`src/rtl/playlist_ctrl.sv`:
```
// playlist_ctrl: transport/track/beat sequencer above the tone datapath (optional shuffle via SHUFFLE_EN)
module playlist_ctrl #(
    parameter int NUM_TRACKS  = 4,
    parameter int TRACK_W     = 2,
    parameter int BEAT_W      = 8,
    parameter int RESTART_THR = 8
) (
    input  logic               i_clk,
    input  logic               i_reset,
    input  logic               i_beat_tick,
    input  logic               i_play_pause,
    input  logic               i_next_trk,
    input  logic               i_prev_trk,
    input  logic [1:0]         i_loop_mode,
    input  logic [BEAT_W-1:0]  i_track_len,
`ifdef SHUFFLE_EN
    input  logic               i_shuffle,
`endif
    output logic [TRACK_W-1:0] o_track,
    output logic [BEAT_W-1:0]  o_ibeat,
    output logic               o_in_pause,
    output logic               o_track_start
);
    typedef enum logic [1:0] {ST_STOP, ST_PLAY, ST_PAUSE} state_t;
    localparam logic [TRACK_W-1:0] LAST = TRACK_W'(NUM_TRACKS - 1);
    state_t              r_state, w_state_n;
    logic [TRACK_W-1:0]  r_track, w_track_n, w_inc, w_dec, w_adv;
    logic [BEAT_W-1:0]   r_ibeat, w_ibeat_n, w_len_m1;
    logic                r_in_pause, r_track_start;
    logic                w_next, w_prev, w_tick, w_eot, w_seq_done, w_restart;
    assign w_next   = i_next_trk & ~i_prev_trk;
    assign w_prev   = i_prev_trk & ~i_next_trk;
    assign w_tick   = i_beat_tick & (r_state == ST_PLAY) & ~i_play_pause & ~i_next_trk & ~i_prev_trk;
    assign w_len_m1 = (i_track_len == '0) ? '0 : i_track_len - BEAT_W'(1);
    assign w_eot    = w_tick & (r_ibeat >= w_len_m1);
    assign w_inc    = (r_track == LAST) ? '0 : r_track + TRACK_W'(1);
    assign w_dec    = (r_track == '0) ? LAST : r_track - TRACK_W'(1);
`ifdef SHUFFLE_EN
    logic [7:0]         r_lfsr, r_seq_cnt;
    logic [TRACK_W-1:0] w_cand;
    assign w_cand     = TRACK_W'(r_lfsr % 8'(NUM_TRACKS));
    assign w_adv      = !i_shuffle ? w_inc : (w_cand == r_track) ? ((w_cand == LAST) ? '0 : w_cand + TRACK_W'(1)) : w_cand;
    assign w_seq_done = i_shuffle ? (r_seq_cnt == 8'(NUM_TRACKS - 1)) : (r_track == LAST);
    // Free-running LFSR for shuffle picks and count of sequence advances since last stop
    always_ff @(posedge i_clk or posedge i_reset) begin
        if (i_reset) begin
            r_lfsr    <= 8'hA5;
            r_seq_cnt <= '0;
        end else begin
            r_lfsr    <= {r_lfsr[6:0], r_lfsr[7] ^ r_lfsr[5] ^ r_lfsr[4] ^ r_lfsr[3]};
            r_seq_cnt <= (w_state_n == ST_STOP) ? '0 : (w_eot && i_loop_mode == 2'd3) ? r_seq_cnt + 8'd1 : r_seq_cnt;
        end
    end
`else
    assign w_adv      = w_inc;
    assign w_seq_done = (r_track == LAST);
`endif
    // Next-state: buttons beat ticks, then the transport toggle acts on the post-button position
    always_comb begin
        w_state_n = r_state;
        w_track_n = r_track;
        w_ibeat_n = r_ibeat;
        w_restart = 1'b0;
        if (w_next) begin
            w_track_n = w_adv;
            w_ibeat_n = '0;
            w_restart = 1'b1;
        end else if (w_prev) begin
            w_track_n = (r_ibeat >= BEAT_W'(RESTART_THR)) ? r_track : w_dec;
            w_ibeat_n = '0;
            w_restart = 1'b1;
        end else if (w_tick && !w_eot) begin
            w_ibeat_n = r_ibeat + BEAT_W'(1);
        end else if (w_eot) begin
            w_ibeat_n = '0;
            w_restart = 1'b1;
            case (i_loop_mode)
                2'd0:    w_state_n = ST_STOP;
                2'd1:    w_track_n = r_track;
                2'd2:    w_track_n = w_adv;
                default: begin
                    w_state_n = w_seq_done ? ST_STOP : ST_PLAY;
                    w_track_n = w_seq_done ? '0 : w_adv;
                end
            endcase
        end
        if (i_play_pause) begin
            case (r_state)
                ST_STOP: begin
                    w_state_n = ST_PLAY;
                    w_ibeat_n = '0;
                    w_restart = 1'b1;
                end
                ST_PLAY: w_state_n = ST_PAUSE;
                default: w_state_n = ST_PLAY;
            endcase
        end
    end
    // Transport state and registered outputs, all taken from the next-state values
    always_ff @(posedge i_clk or posedge i_reset) begin
        if (i_reset) begin
            r_state       <= ST_STOP;
            r_track       <= '0;
            r_ibeat       <= '0;
            r_in_pause    <= 1'b1;
            r_track_start <= 1'b0;
        end else begin
            r_state       <= w_state_n;
            r_track       <= w_track_n;
            r_ibeat       <= w_ibeat_n;
            r_in_pause    <= (w_state_n != ST_PLAY);
            r_track_start <= w_restart && (w_state_n == ST_PLAY);
        end
    end
    assign o_track       = r_track;
    assign o_ibeat       = r_ibeat;
    assign o_in_pause    = r_in_pause;
    assign o_track_start = r_track_start;
endmodule

```
`config.mk`:
```
export PLATFORM = sky130hd
export DESIGN_NAME = playlist_ctrl
export DESIGN_NICKNAME = d
export VERILOG_FILES = /design/src/rtl/playlist_ctrl.sv
export SDC_FILE = /design/constraint.sdc
export NUM_CORES = 1
export LEC_CHECK = 0
export ABC_AREA = 1
export ABC_CLOCK_PERIOD_IN_PS = 4200
export CAP_MARGIN = 30
export CORE_MARGIN = 2
export CORE_UTILIZATION = 54
export CTS_CLUSTER_SIZE = 30
export DETAILED_ROUTE_END_ITERATION = 16
export HOLD_SLACK_MARGIN = 0.15
export MAX_ROUTING_LAYER = met4
export PLACE_DENSITY_LB_ADDON = 0.15
export SETUP_SLACK_MARGIN = 0.15
export SLEW_MARGIN = 15
export SYNTH_ARGS = -nofsm -noshare
export SYNTH_HDL_FRONTEND = slang
export SYNTH_SLANG_ARGS = --single-unit
```
`constraint.sdc`:
```
create_clock -name i_clk -period 4.2 [get_ports i_clk]
set_input_delay 0.84 -clock i_clk [delete_from_list [all_inputs] [get_ports i_clk]]
set_output_delay 0.84 -clock i_clk [all_outputs]
set_load 0.01 [all_outputs]
```
* Word level (Yosys, flattened, before mapping)
Index checks and enable logic that the tools add are counted. W data, S select, Z words.
Operators by class: $add $sub $neg 4, multiply operators 0, divide/modulo/power cells 0, magnitude comparators 2, equality and inequality tests 9, shift operators 0, muxes and demuxes 30, bitwise logic cells 10, reductions and logical operators 11
Operators by type and width (count):
- $mux W8 | 7
- $mux W2 | 14
- $add A8 B1 Y8 const B | 1
- $ge A8 B4 Y1 const B | 1
- $ge A8 B8 Y1 | 1
- $logic_not A8 Y1 | 1
- $pmux W2 S2 | 2
- $sub A8 B1 Y8 const B | 1
- $and A1 B1 Y1 | 7
- $mux W1 | 7
- $eq A2 B1 Y1 const B | 3
- $logic_not A2 Y1 | 3
- $ne A3 B3 Y1 const B | 2
- $eq A2 B2 Y1 const B | 2
- $reduce_and A4 Y1 | 1
- $reduce_or A2 Y1 | 2
- $ne A3 B1 Y1 const B | 1
- $not A1 Y1 | 3
- $reduce_bool A3 Y1 | 1
- $add A2 B1 Y2 const B | 1
- $logic_and A1 B1 Y1 | 2
- $ne A2 B1 Y1 const B | 1
- $sub A2 B1 Y2 const B | 1
- $logic_not A1 Y1 | 1
Word-level totals: bits in registers 14, bits in latches 0, bits in writable memories 0, memory bits (read-only) 0, bits of input ports 16, output and inout port bits 12, logic and storage cells 71, memories kept 0

* Logic depth before layout (Yosys ltp)
word-level depth 14, depth in mapped cells 18, mapped depth without buffers 18

* Worst setup path before layout
Ideal clock, no wire load.
path type input to register, start point input port i_track_len[0], end point register r_ibeat[2] (netlist: o_ibeat[2]), setup time 0.086 ns, arrival time 2.755 ns, required time 4.114 ns, slack 1.359 ns, stages on the path 16, buffers on the path 0, cells stage by stage inv_1 ha_1 nand3_1 nor3_1 inv_1 nand3b_1 ha_1 nand2_1 nor2_1 nor2_1 nand2_1 nand2_1 nand2_1 a21oi_1 inv_1 nor3_1
On the way: word-level cells in the longest chain between the ends 11, elaborated cells between the ends (all ways) 13, those cells by class add/sub: 1; order compare: 1; mux: 7; bitwise: 1; reduce/logical: 3
Ends and longest elaborated chain:
- start, declared | line 15 | input logic [BEAT_W-1:0] i_track_len,
- $sub A8 B1 Y8 or $logic_not A8 Y1 (tied branches) | line 34 | assign w_len_m1 = (i_track_len == '0) ? '0 : i_track_len - BEAT_W'(1);
- $mux W8 (*) | line 34
- $ge A8 B8 Y1 (*) | line 35 | assign w_eot = w_tick & (r_ibeat >= w_len_m1);
- $and A1 B1 Y1 (*) | line 35
- $logic_not A1 Y1 | line 72 | end else if (w_tick && !w_eot) begin
- $logic_and A1 B1 Y1 | line 72
- $mux W8 (*) | line 72
- $mux W8 (*) | line 68 | end else if (w_prev) begin
- $mux W8 (*) | line 64 | if (w_next) begin
- $mux W8 | line 88 | case (r_state)
- $mux W8 (*) | line 87 | if (i_play_pause) begin
- net w_ibeat_n[2] | line 28 | logic [BEAT_W-1:0] r_ibeat, w_ibeat_n, w_len_m1;
- end signal, assigned | line 110 | r_ibeat <= w_ibeat_n;
- end, declared | line 28
The timed path passes the listed nets; every way through them passes the cells marked *. A chain may end at the register's enable or synchronous reset.

* Final worst setup path
start point input port i_track_len[0], end point register r_ibeat[4] (netlist: o_ibeat[4])
Same word-level chain as after synthesis.

==> flow_summary.yaml <==
timing:
  worst_pin_slew_ns: 0.5438
  holdWs_ns: 0.5707
  rsz0062_at_grt: "no"
  finalMaxSlewViolations: 0
  clock_skew_ns: 0.005223
  max_freq_mhz: 288.3
  hold_violations: 0
  setup_tns_ns: 0
  finalCritPeriodShare_pct: 82.58
  slew-limit-headroom_pct: 63.71
  setup_viol: 0
  min_period_ns: 3.468
power_and_ir_drop:
  p_per_area_nw_per_um2: 300.3
  p_leak_nw: 0.8333
  ir_worst_vdd_v: 0.0002645
setup_path:
  critPathRequiredTime_ns: 4.40
  critPathMaxFanout: 5
  cp_cell_sequence: "clkdlybuf4s50_1 -> inv_1 -> ha_1 -> nand3_1 -> nor3_1 -> inv_1 -> nand3b_1 -> ha_1 -> nand2_1 -> nor2_1 -> nor2_1 -> nand2_1 -> nand2_1 -> nand2_1 -> a21oi_1 -> inv_1 -> nor3_1"
  r2r_slack_ns: 2.17
  cpPeakStageDelay_ns: 0.42
  cpMostUsedCell: "nand2_1"
  crit_slowest_cell: "clkdlybuf4s50_1"
  critPathLaunchType: "input pin"
  worstSetupPathType: "input pin to flip-flop"
  arrival_ns: 3.67
  end_kind: "flip-flop"
clocking:
  clockBufferDepth: 2
  hold_buffers: 0
  cts.sinks: 14
  clock_latency_ns: 0.28
  cts-resized-gates: 0
  cts_tree: "done"
  path_clk_slew_ns: 0.09
  htreeDepth: 1
  root_buffer: "clkbuf_4"
  numCtsBuffers: 3
  post_cts_buffers: 0
drt:
  dr.pass1.iters: 4
  vias: 1212
  drt-initial-drc-count: 17
  via_per_inst: 5.224
  drc: 0
  wire_per_inst_um: 12.63
  antenna_left: 0
  wirelength_um: 2929
logic_synthesis:
  syn_area_um2: 1252
  synth_top_area_cell: "dfrtp_1"
  syn_avg_cell_area_um2: 7.240
  async_flop_share_pct: 100.0
  synth-seq-cells: 14
  synth_cell_types: 27
  synth_top_flop_cell: "dfrtp_1"
  yosysWarningCount: 0
  synth_fp_nets: 208
  synth-edff-count: 0
  ys_seq_area_share_pct: 28.07
  synth_cells: 173
  yosys.area.top_type_share_pct: 25.97
  synthTopCellsByArea: "dfrtp_1 (26%), ha_1 (19%), nand2_1 (10%), inv_1 (9.6%), nor2_1 (6.3%)"
outcome:
  status: "finished, final reports clean"
cells_and_area:
  final_cells: 232
  drive_above_1_share_pct: 7.353
  antenna_cells: 0
  num-fill-cells: 187
  flow.area_growth_from_synthesis_pct: 27.27
  nets: 240
die:
  fp.dieArea_um2: 2721
  core_um2: 2212
  row_count: 17
  fp.dieW_um: 52.16
  start_util_pct: 56.62
  io_pins: 28
  die_h_um: 52.16
global_routing:
  grt_use_total_pct: 26.07
  busiest_layer: "met2"
  use_met3_pct: 4.023
  overflow: 0
  grt_pass1_vias: 1187
  grt_pass1_wl_um: 5126
  use_met1_pct: 30.67
  grt_max_degree: 15
  antenna_found_initial: 0
  grtUsageMet2_pct: 45.99
placed_design:
  dp_cells: 228
  port-buffer-count: 27
  hpwl_um: 2413
  gp_congestion: 0.8829
run:
  maxCapViolations: 0
worst_hold_path:
  hold_path_class: "flip-flop to flip-flop"
[cells in the mapped netlist (2+ instances only)]
cell      n
a21oi_1  11
dfrtp_1  13
ha_1     19
inv_1    32
nand2_1  34
nand3_1  10
nand3_2   2
nand4_1   2
nor2_1   21
nor2_2    2
nor3_1    3
o21ai_0   7
or2_2     2
xor2_1    2
[cell type report]
| type | count | area, µm² | share of cell area, % |
|---|---|---|---|
| Clock buffer | 4 | 36.28 | 2.276 |
| Inverter | 32 | 120.1 | 7.535 |
| Sequential cell | 14 | 351.6 | 22.06 |
| Tap cell | 28 | 35.03 | 2.198 |
| Multi-Input combinational cell | 127 | 780.7 | 48.98 |
| Timing Repair Buffer | 27 | 270.3 | 16.95 |
[layer usage]
layer  part of all wire, %  vias to the layer above  wire, µm
met1                    42                      555      1243
li1                      -                      616         -
met3                   5.1                        6       148
met4                   1.5                        0        43
met2                    51                       35      1493
met5                     0                        -         0
[per-stage QoR]
step / setup slack, ns / utilization, % / area [µm²] / power, mW
CTS: 0.7783 / 72.06 / 1594 / 0.4827
global placement: 0.6777 / 70.42 / 1558 / 0.3666
global route: 0.4213 / 72.06 / 1594 / 0.5149
detailed placement: 0.4975 / 70.42 / 1558 / 0.3833
finish: 0.7318 / 72.06 / 1594 / 0.4787
floorplan: 1.359 / - / 1252 / 0.2960
[cell usage in the layout (no fill, tap or decap), drive strengths merged]
cell type and count:
nand2 35, inv 32, clkdlybuf4s50 27, nor2 23, ha 19, dfrtp 13
nand3 12, a21oi 11, o21ai 7, nor3 5, clkbuf 4, nand4 3
or2 2, xor2 2, xnor2 1, o21a 1, o31ai 1, a31oi 1
a211oi 1, a21boi 1, nand3b 1, o32ai 1, dfstp 1
[registers in the layout, summed over array words and instances, names as in the netlist]
name,cells
o_ibeat,8
o_in_pause,1
o_track,2
o_track_start,1
r_state,2
[power by group]
part           internal, mW  switching [mW]  total, mW  leakage (nW)
Combinational        0.0924          0.0982      0.191         0.630
Sequential            0.164          0.0243      0.188         0.183
Clock                0.0527          0.0473      0.100        0.0210
Total                 0.309           0.170      0.479         0.833
[final timing paths]
check | to | cells past startpoint | start
setup / recovery | o_ibeat[4]$_DFF_PP0_ | 17 | i_track_len[0]
hold / removal | o_track[1]$_DFFE_PP0P_ | 2 | o_track[1]$_DFFE_PP0P_
setup reg to reg | o_ibeat[4]$_DFF_PP0_ | 11 | o_ibeat[0]$_DFF_PP0_
hold reg to reg | o_track[1]$_DFFE_PP0P_ | 2 | o_track[1]$_DFFE_PP0P_
max in group asynchronous | o_in_pause$_DFF_PP1_ | 2 | i_reset
min in group asynchronous | o_track_start$_DFF_PP0_ | 2 | i_reset
[cell families (layout without fill, tap and decap cells)]
| group | after synthesis | count (layout) | share of synthesized area [%] |
|---|---|---|---|
| buffers and inverters | 32 | 63 | 9.591 |
| DFF | 14 | 14 | 28.07 |
| xor gates and xnor gates | 3 | 3 | 2.098 |
| AOI/OAI and AO/OA | 24 | 24 | 10.79 |
| adders and majority gates | 19 | 19 | 18.98 |
| and+or+nand+nor | 81 | 81 | 30.47 |
[critical path: cells and delay by family]
family / cells / cell delay [ns]
and+or+nand+nor: 10 / 1.14
buffers and inverters: 4 / 0.84
AOI/OAI and AO/OA: 1 / 0.36
adders and majority gates: 2 / 0.46
No activity file was read; power rests on OpenSTA's default activity.
